`config.mk`:
```
export PLATFORM = sky130hd
export DESIGN_NAME = yin_tau_scheduler
export DESIGN_NICKNAME = d
export VERILOG_FILES = /design/src/rtl/yin_pkg.sv /design/src/rtl/yin_threshold_cmp.sv /design/src/rtl/yin_tau_scheduler.sv
export SDC_FILE = /design/constraint.sdc
export NUM_CORES = 2
export LEC_CHECK = 0
export ABC_AREA = 1
export CAP_MARGIN = 20
export CORE_UTILIZATION = 40
export CTS_CLUSTER_DIAMETER = 200
export DETAILED_ROUTE_END_ITERATION = 10
export PLACE_DENSITY = 0.59
export SLEW_MARGIN = 20
export SYNTH_ARGS = -nofsm -noshare
export SYNTH_HDL_FRONTEND = slang
export SYNTH_SLANG_ARGS = --single-unit
export TNS_END_PERCENT = 50
```
`constraint.sdc`:
```
create_clock -name clk -period 9.5 [get_ports clk]
set_input_delay 2.85 -clock clk [delete_from_list [all_inputs] [get_ports clk]]
set_output_delay 2.85 -clock clk [all_outputs]
set_load 0.1 [all_outputs]
```
`src/rtl/yin_pkg.sv`:
```
// Shared definitions for the YIN lag scheduler and its threshold comparator.
package yin_pkg;

  localparam int unsigned TAU_W = 6;

  typedef enum logic [2:0] {
    IDLE,
    CLEAR,
    RUN,
    EVAL,
    DONE
  } state_e;

  function automatic int unsigned sum_width(input int unsigned data_w);
    return data_w + TAU_W;
  endfunction

  function automatic int unsigned cmp_width(input int unsigned data_w, input int unsigned frac_bits);
    return data_w + TAU_W + frac_bits + 2;
  endfunction

  localparam int unsigned SUM_W = sum_width(64);
  localparam int unsigned CMP_W = cmp_width(64, 8);

endpackage

```
`src/rtl/yin_threshold_cmp.sv`:
```
// Divider-free CMNDF threshold test: d*tau/S < th  <=>  (d*tau << F) < th*S.
module yin_threshold_cmp
  import yin_pkg::*;
#(
  parameter int unsigned DATA_W       = 64,
  parameter int unsigned TH_FRAC_BITS = 8
) (
  input  logic [DATA_W-1:0]       d_i,
  input  logic [TAU_W-1:0]        tau_i,
  input  logic [DATA_W+TAU_W-1:0] sum_i,
  input  logic [TH_FRAC_BITS-1:0] threshold_i,
  output logic                    pass_o
);

  localparam int unsigned CW = cmp_width(DATA_W, TH_FRAC_BITS);

  logic [CW-1:0] lhs;
  logic [CW-1:0] rhs;

  always_comb begin
    lhs    = (CW'(d_i) * CW'(tau_i)) << TH_FRAC_BITS;
    rhs    = CW'(threshold_i) * CW'(sum_i);
    pass_o = (sum_i != '0) && (lhs < rhs);
  end

endmodule

```
`src/rtl/yin_tau_scheduler.sv`:
```
// Steps the shared difference engine over TAU_MIN..MAX_TAU and stops at the
// first local minimum of d(tau) whose normalised value falls below threshold.
module yin_tau_scheduler
  import yin_pkg::*;
#(
  parameter int unsigned WINDOW_SIZE_BITS        = 8,
  parameter int unsigned INTERMEDIATE_DATA_WIDTH = 64,
  parameter int unsigned TAU_MIN                 = 2,
  parameter int unsigned MAX_TAU                 = 40,
  parameter int unsigned TH_FRAC_BITS            = 8
) (
  input  logic                               clk,
  input  logic                               reset,
  input  logic                               start,
  input  logic [TH_FRAC_BITS-1:0]            threshold,
  output logic                               busy,
  output logic                               done,
  output logic                               found,
  output logic [TAU_W-1:0]                   tau_out,
  output logic [INTERMEDIATE_DATA_WIDTH-1:0] d_out,
  output logic                               eng_reset,
  output logic [TAU_W-1:0]                   eng_tau,
  input  logic                               eng_ready,
  input  logic [INTERMEDIATE_DATA_WIDTH-1:0] eng_accumulator
);

  localparam int unsigned DW = INTERMEDIATE_DATA_WIDTH;
  localparam int unsigned SW = sum_width(DW);

  state_e                  state_q;
  logic                    busy_q;
  logic                    done_q;
  logic                    found_q;
  logic [TAU_W-1:0]        tau_out_q;
  logic [DW-1:0]           d_out_q;
  logic                    eng_reset_q;
  logic [TAU_W-1:0]        eng_tau_q;
  logic [SW-1:0]           sum_q;
  logic [SW-1:0]           sum_d;
  logic [TH_FRAC_BITS-1:0] th_q;
  logic                    below_q;
  logic [DW-1:0]           prev_d_q;
  logic [DW-1:0]           d_q;
  logic                    pass;
  logic                    at_max;

  assign sum_d  = sum_q + SW'(eng_accumulator);
  assign at_max = (eng_tau_q == TAU_W'(MAX_TAU));

  yin_threshold_cmp #(
    .DATA_W       (DW),
    .TH_FRAC_BITS (TH_FRAC_BITS)
  ) u_cmp (
    .d_i         (d_q),
    .tau_i       (eng_tau_q),
    .sum_i       (sum_q),
    .threshold_i (th_q),
    .pass_o      (pass)
  );

  always_ff @(posedge clk) begin
    if (reset) begin
      state_q     <= IDLE;
      busy_q      <= 1'b0;
      done_q      <= 1'b0;
      found_q     <= 1'b0;
      tau_out_q   <= '0;
      d_out_q     <= '0;
      eng_reset_q <= 1'b1;
      eng_tau_q   <= '0;
      sum_q       <= '0;
      th_q        <= '0;
      below_q     <= 1'b0;
      prev_d_q    <= '0;
      d_q         <= '0;
    end else begin
      done_q <= 1'b0;
      case (state_q)
        IDLE: begin
          if (start) begin
            th_q        <= threshold;
            eng_tau_q   <= TAU_W'(TAU_MIN);
            sum_q       <= '0;
            below_q     <= 1'b0;
            prev_d_q    <= '0;
            found_q     <= 1'b0;
            tau_out_q   <= '0;
            d_out_q     <= '0;
            busy_q      <= 1'b1;
            eng_reset_q <= 1'b1;
            state_q     <= CLEAR;
          end
        end
        CLEAR: begin
          eng_reset_q <= 1'b0;
          state_q     <= RUN;
        end
        RUN: begin
          if (eng_ready) begin
            d_q     <= eng_accumulator;
            sum_q   <= sum_d;
            state_q <= EVAL;
          end
        end
        EVAL: begin
          // The rising-edge test uses the flag from earlier lags only; the
          // current lag's pass result feeds the range-end decision directly.
          if (below_q && (d_q >= prev_d_q)) begin
            found_q     <= 1'b1;
            tau_out_q   <= eng_tau_q - TAU_W'(1);
            d_out_q     <= prev_d_q;
            done_q      <= 1'b1;
            eng_reset_q <= 1'b1;
            state_q     <= DONE;
          end else if (at_max) begin
            found_q     <= below_q | pass;
            tau_out_q   <= (below_q | pass) ? eng_tau_q : '0;
            d_out_q     <= (below_q | pass) ? d_q : '0;
            below_q     <= below_q | pass;
            done_q      <= 1'b1;
            eng_reset_q <= 1'b1;
            state_q     <= DONE;
          end else begin
            below_q     <= below_q | pass;
            prev_d_q    <= d_q;
            eng_tau_q   <= eng_tau_q + TAU_W'(1);
            eng_reset_q <= 1'b1;
            state_q     <= CLEAR;
          end
        end
        DONE: begin
          busy_q  <= 1'b0;
          state_q <= IDLE;
        end
        default: state_q <= IDLE;
      endcase
    end
  end

  assign busy      = busy_q;
  assign done      = done_q;
  assign found     = found_q;
  assign tau_out   = tau_out_q;
  assign d_out     = d_out_q;
  assign eng_reset = eng_reset_q | reset;
  assign eng_tau   = eng_tau_q;

endmodule
```
---- Word-level counts from Yosys, hierarchy flattened ----
Index checks and enable logic that the tools add are counted.
storage, ports and cells
  register bits ........................... 290
  logic and storage cells ................. 87
cells by class
  $add $sub $neg .......................... 3
  $mul .................................... 2
  magnitude comparators ................... 2
  eq/ne operators ......................... 10
  muxes and demuxes ....................... 36
  bitwise gates (word level) .............. 3
  reductions and logical operators ........ 18
operator list
  cell                 number
  $mux 64              6
  $pmux 64 s2          2
  $mux 70              2
  $pmux 70 s2          1
  $lt 78x78->1         1
  $mul 8x70->78        1
  $add 70x64->70       1
  $mul 64x6->70        1
  $reduce_bool 70->1   1
  $ge 64x64->1         1
  $mux 6               7
  $pmux 6 s2           2
  $mux 3               4
  $pmux 3 s4           1
  $reduce_and 2->1     5
  $reduce_and 3->1     3
  $ne 2x2->1 const B   4
  $mux 1               7
  $add 6x1->6 const B  1
  $eq 3x2->1 const B   2
  $eq 6x6->1 const B   1
  $pmux 1 s2           3
  $reduce_bool 2->1    3
  $sub 6x1->6 const B  1
  11 further kinds     13

---- Logic depth before layout (Yosys ltp) ----
  word-level depth ........................ 8
  depth in mapped cells ................... 43
  depth with buffers taken out ............ 40

---- Modules after synthesis ----
Synthesis repeated with hierarchy kept, for this count alone.
second synthesis, totals
  cells, all modules ...................... 8,438
  area total of the unflattened synthesis .. 53,291.1 um^2
modules (own cells, without submodules)
  module             instances  cells an instance  area each (um^2)
  yin_threshold_cmp  1          5,579              35,031.1
  yin_tau_scheduler  1          2,859              18,260.0

---- Least setup slack after synthesis ----
Ideal clock, no wire load.
  path type ............................... input-to-output
  start point ............................. input reset
  end point ............................... output eng_reset
  data arrival time ....................... 3.847 ns
  required time ........................... 6.650 ns
  slack ................................... 2.803 ns
  stages on the path ...................... 3
  path through ............................ clkbuf_1 -> clkbuf_1 -> or2_2
between the ends
  cells in the longest elaborated chain, start to end .. 1
RTL lines
  item                RTL line                  RTL
  start: declaration  yin_tau_scheduler.sv:13   input logic reset,
  $or 1x1->1          yin_tau_scheduler.sv:145  assign eng_reset = eng_reset_q | reset;
  end: declaration    yin_tau_scheduler.sv:21   output logic eng_reset,
Every way passes these cells.

---- Worst setup path after layout ----
  start point ............................. register th_q[3]
  end point ............................... register d_out_q[53] (netlist: d_out[53])
between the ends
  cells in the longest elaborated chain, start to end .. 8
RTL lines
  item                      RTL line                  RTL
  start: declaration        yin_tau_scheduler.sv:40   logic [TH_FRAC_BITS-1:0] th_q;
  start signal: assignment  yin_tau_scheduler.sv:81   th_q <= threshold;
  $mul 8x70->78             yin_threshold_cmp.sv:22   rhs = CW'(threshold_i) * CW'(sum_i);
  $lt 78x78->1              yin_threshold_cmp.sv:23   pass_o = (sum_i != '0) && (lhs < rhs);
  $logic_and 1x1->1         yin_threshold_cmp.sv:23
  $or 1x1->1                yin_tau_scheduler.sv:118  d_out_q <= (below_q | pass) ? d_q : '0;
  $mux 64                   yin_tau_scheduler.sv:118
  $mux 64                   yin_tau_scheduler.sv:115  end else if (at_max) begin
  $mux 64                   yin_tau_scheduler.sv:108  if (below_q && (d_q >= prev_d_q)) begin
  $pmux 64 s2               yin_tau_scheduler.sv:78   case (state_q)
  end signal: assignment    yin_tau_scheduler.sv:111  d_out_q <= prev_d_q;
  end signal: assignment    yin_tau_scheduler.sv:118
  end: declaration          yin_tau_scheduler.sv:35   logic [DW-1:0] d_out_q;
Every way passes these cells. The select of a mux whose other input is x is not followed.
A chain may end at the register's enable or synchronous reset.

==> parameters.txt <==
Parameter                              Value

Power and ir drop
  Lkg Pwr    27.59 nW
  Switching Fraction    43.94%
  Share of power burned in registers    33.5%
  Internal Pwr Total    2.540 mW
  Combinational share of power    35.5%
  Portion of total power attributed to the clock network    31.0%
  NetSw    1.991 mW
  Power per cell area    81.30 nW/um^2
  IR drop worst, VDD    144.9 uV

Critical path
  Data required time at the worst endpoint    10.05 ns
  Startpoint Class    flip-flop
  Highest fanout seen on the critical path    45
  Capturing element type of the critical path    flip-flop
  Critical path's largest stage delay    0.56 ns
  Cell repeated most along the worst path    sky130_fd_sc_hd__nand2_1
  Critical setup path kind    flip-flop to flip-flop
  Worst path slowest cell    sky130_fd_sc_hd__fa_1
  Arrival time of the worst setup path    9.49 ns

Die
  Floorplan die area    130900 um^2
  Initial cell density of the core    40.46%
  Core Area    128000 um^2
  Std cell rows    131
  Floorplan die height    361.9 um
  Number of top-level design ports    156
  Floorplan die width    361.9 um

Logic synthesis
  Number of synthesis warnings    0
  Top FF cell, synth    sky130_fd_sc_hd__dfxtp_1
  Number of storage elements in the synthesis netlist    290
  Per-instance average area after synthesis    6.597 um^2
  Number of unique standard cell types used by synthesis    52
  Gate Count Post-Synth    7852
  Net Count, Synth    8963
  Synth area leaders    sky130_fd_sc_hd__fa_1, sky130_fd_sc_hd__nand2_1, sky130_fd_sc_hd__inv_1
  Share of synthesized registers carrying an async set or reset    0%
  Cell type contributing the most total cell area after synthesis    sky130_fd_sc_hd__fa_1
  Sequential-to-total area share from yosys stat    11.21%
  Number of enable flip-flop cells after synthesis    0
  Yosys top cell area share    25.43%
  Combined area of all synthesized cells    51800 um^2

Global route
  Via count of the first global-routing pass    49579
  GRT Residual Overflow    0
  Largest net degree at the start of global routing    86
  GRT Total Usage    30.95%
  Initial antenna violation count    20
  Wire length of the first global-routing pass    308300 um

Place
  Worst slack at placement    0.8071 ns
  Final weighted congestion of routability-driven global placement    1.029
  Detailed placer's ending HPWL    169900 um
  Placed standard-cell area    54580 um^2
  Number of port buffers    155

Routing
  Avg Vias per Cell    5.316
  Final ANT Viol Nets    0
  Number of search-and-repair iterations in the first detailed-routing pass    6
  Via count    50597
  Post-detailed-route DRC marker count    0
  Iteration-0 DRC count of the detailed router    5268
  Average wire length per cell after detail routing    21.47 um
  Total detailed-routing wirelength    204400 um

Hold path
  Path category of the worst min-delay check    flip-flop to flip-flop

Layout
  Core utilization of the finished layout    43.54%
  Fill cell count    13625
  Fraction of final layout cells sized beyond drive strength 1    2.712%
  Final Net Count    8868
  Register area    5828 um^2
  Total non-filler cell area in the finished layout    55730 um^2
  Layout overhead on the synthesized area    7.599%
  Total area of multi-input combinational cells    38560 um^2

Flow run
  Count of maximum capacitance violations    0

Timing
  Final Critical Period    8.947 ns
  Final-report max-slew violation count    0
  Final setup margin    0.5534 ns
  Slew Limit Headroom    31.24%
  Fmax achieved    111.8 MHz
  Endpoints failing setup    0
  Worst Max-Slew Pin Slew    1.028 ns
  Clk_skew    0.02362 ns
  Number of hold violations in the final report    0
  Aggregate negative setup slack    0 ns
  Post-route clock period utilization    94.17%
  RSZ-0062 raised after global routing    no

Clock network
  Clock Root Buffer    sky130_fd_sc_hd__clkbuf_16
  Buffers inserted during post-CTS setup optimization    0
  CTS buffer count    30
  CTS resizes    0
  CTS Hold Buffers Added    0
  H-tree depth reported by CTS    1
  CTS Sinks    290
  Later-pin clock latency in the skew report    0.63 ns
  Clock tree from TritonCTS    yes
  Maximum clock path buffer count    3
  Clock slew at reported path FFs    0.07 ns

Status
  Result of the run    finished, final reports clean
==> layer usage <==
metal	vias to the layer above	share of wire (%)	GRT usage (%)
met5	-	0.054	0
met4	15	4.9	12.71
met2	2026	44	49.34
met3	330	7.7	3.646
met1	24582	43	42.44
li1	23644	-	-
==> worst paths after layout <==
| check | endpoint | from | slack, ns | depth (start not counted) |
|---|---|---|---|---|
| worst max-delay path | d_out[53] | th_q[3] | 0.55 | 34 |
| worst min-delay path | prev_d_q[40] | prev_d_q[40] | 0.46 | 2 |
| worst min register to register | prev_d_q[40] | prev_d_q[40] | 0.46 | 2 |
| worst max register to register | d_out[53] | th_q[3] | 0.55 | 34 |
==> cells in the mapped netlist, types with 4 or more instances <==
master	count
sky130_fd_sc_hd__o211ai_1	13
sky130_fd_sc_hd__nand3_1	184
sky130_fd_sc_hd__o311ai_0	4
sky130_fd_sc_hd__a21oi_1	556
sky130_fd_sc_hd__nand4_1	41
sky130_fd_sc_hd__buf_1	23
sky130_fd_sc_hd__xor2_1	80
sky130_fd_sc_hd__o21bai_1	35
sky130_fd_sc_hd__nand3b_1	17
sky130_fd_sc_hd__fa_1	658
sky130_fd_sc_hd__nor2_1	888
sky130_fd_sc_hd__inv_1	1565
sky130_fd_sc_hd__buf_6	12
sky130_fd_sc_hd__buf_2	91
sky130_fd_sc_hd__a21o_1	28
sky130_fd_sc_hd__ha_1	377
sky130_fd_sc_hd__xnor2_1	67
sky130_fd_sc_hd__inv_2	7
sky130_fd_sc_hd__nor3_1	45
sky130_fd_sc_hd__a31oi_1	38
sky130_fd_sc_hd__nand2_2	13
sky130_fd_sc_hd__dfxtp_1	290
sky130_fd_sc_hd__nand2_1	2010
sky130_fd_sc_hd__or2_2	22
sky130_fd_sc_hd__a21boi_0	16
sky130_fd_sc_hd__and3_1	4
sky130_fd_sc_hd__o21ai_0	437
sky130_fd_sc_hd__o21ai_1	15
sky130_fd_sc_hd__clkbuf_1	223
sky130_fd_sc_hd__a21oi_2	14
sky130_fd_sc_hd__nor4_1	13
sky130_fd_sc_hd__a211oi_1	5
sky130_fd_sc_hd__o21a_1	30
==> cell type report <==
type,count,area share [%]
Sequential cell,290,10.46
Inverter,1573,10.60
Clock inverter,21,0.5837
Timing Repair Buffer,225,3.812
Tap cell,1729,3.881
Clock buffer,35,1.452
Multi-Input combinational cell,5637,69.18
Antenna cell,8,0.03592
==> placed cells by master, fill, tap and decap left out, types with 22 or more instances in the layout <==
cell type / n
sky130_fd_sc_hd__a21oi_1: 556
sky130_fd_sc_hd__xor2_1: 80
sky130_fd_sc_hd__buf_4: 67
sky130_fd_sc_hd__clkbuf_16: 30
sky130_fd_sc_hd__ha_1: 377
sky130_fd_sc_hd__o21ai_0: 437
sky130_fd_sc_hd__fa_1: 658
sky130_fd_sc_hd__o21bai_1: 35
sky130_fd_sc_hd__a31oi_1: 38
sky130_fd_sc_hd__nor3_1: 45
sky130_fd_sc_hd__nand3_1: 183
sky130_fd_sc_hd__nand2_1: 2010
sky130_fd_sc_hd__xnor2_1: 67
sky130_fd_sc_hd__inv_1: 1563
sky130_fd_sc_hd__nor2_1: 888
sky130_fd_sc_hd__a21o_1: 28
sky130_fd_sc_hd__clkdlybuf4s50_1: 154
sky130_fd_sc_hd__or2_2: 22
sky130_fd_sc_hd__o21a_1: 30
sky130_fd_sc_hd__nand4_1: 41
sky130_fd_sc_hd__dfxtp_1: 276
==> sequential cells by signal, indices dropped and copies added (netlist names), 3 cells and up <==
name,flops
eng_tau,6
th_q,8
prev_d_q,64
d_q,64
d_out,64
state_q,3
tau_out,6
sum_q,70
==> cells by family after synthesis <==
kind of cell / after synthesis / synth area share, %
fa+ha+maj: 1035 / 34.54
compound gates: 1204 / 12.56
xor+xnor: 147 / 2.486
simple gates: 3251 / 24.83
flops: 290 / 11.21
buf+inv: 1925 / 14.38
==> worst max-delay path: cells and delay by family, from the launching register on <==
kind	cells	cell delay [ns]
adder cells (fa/ha/maj)	6	2.74
AO/OA/AOI/OAI	6	2.06
AND/OR/NAND/NOR	14	2.00
buffers and inverters	7	1.09
flip-flops	1	0.49
XOR/XNOR	1	0.45
==> power by group through the flow <==
stage	combinational (mW)	clock [mW]	sequential [mW]
finish	1.61	1.41	1.52
global route	1.74	1.47	1.52
CTS	1.59	1.42	1.51
detailed placement	1.59	0	1.54
global placement	1.58	0	1.54
floorplan	0.935	0	1.60
==> stage by stage <==
| stage | hold WS, ns | power (mW) | instances |
|---|---|---|---|
| after detailed placement | 0.4522 | 3.127 | 9454 |
| after floorplan | 0.4257 | 2.533 | 7852 |
| after CTS | 0.4625 | 4.524 | 9510 |
| final | 0.4608 | 4.531 | 9518 |
| after global placement | 0.4477 | 3.118 | 9454 |
| after global routing | 0.4740 | 4.729 | 9510 |
No activity file was read; power rests on OpenSTA's default activity.
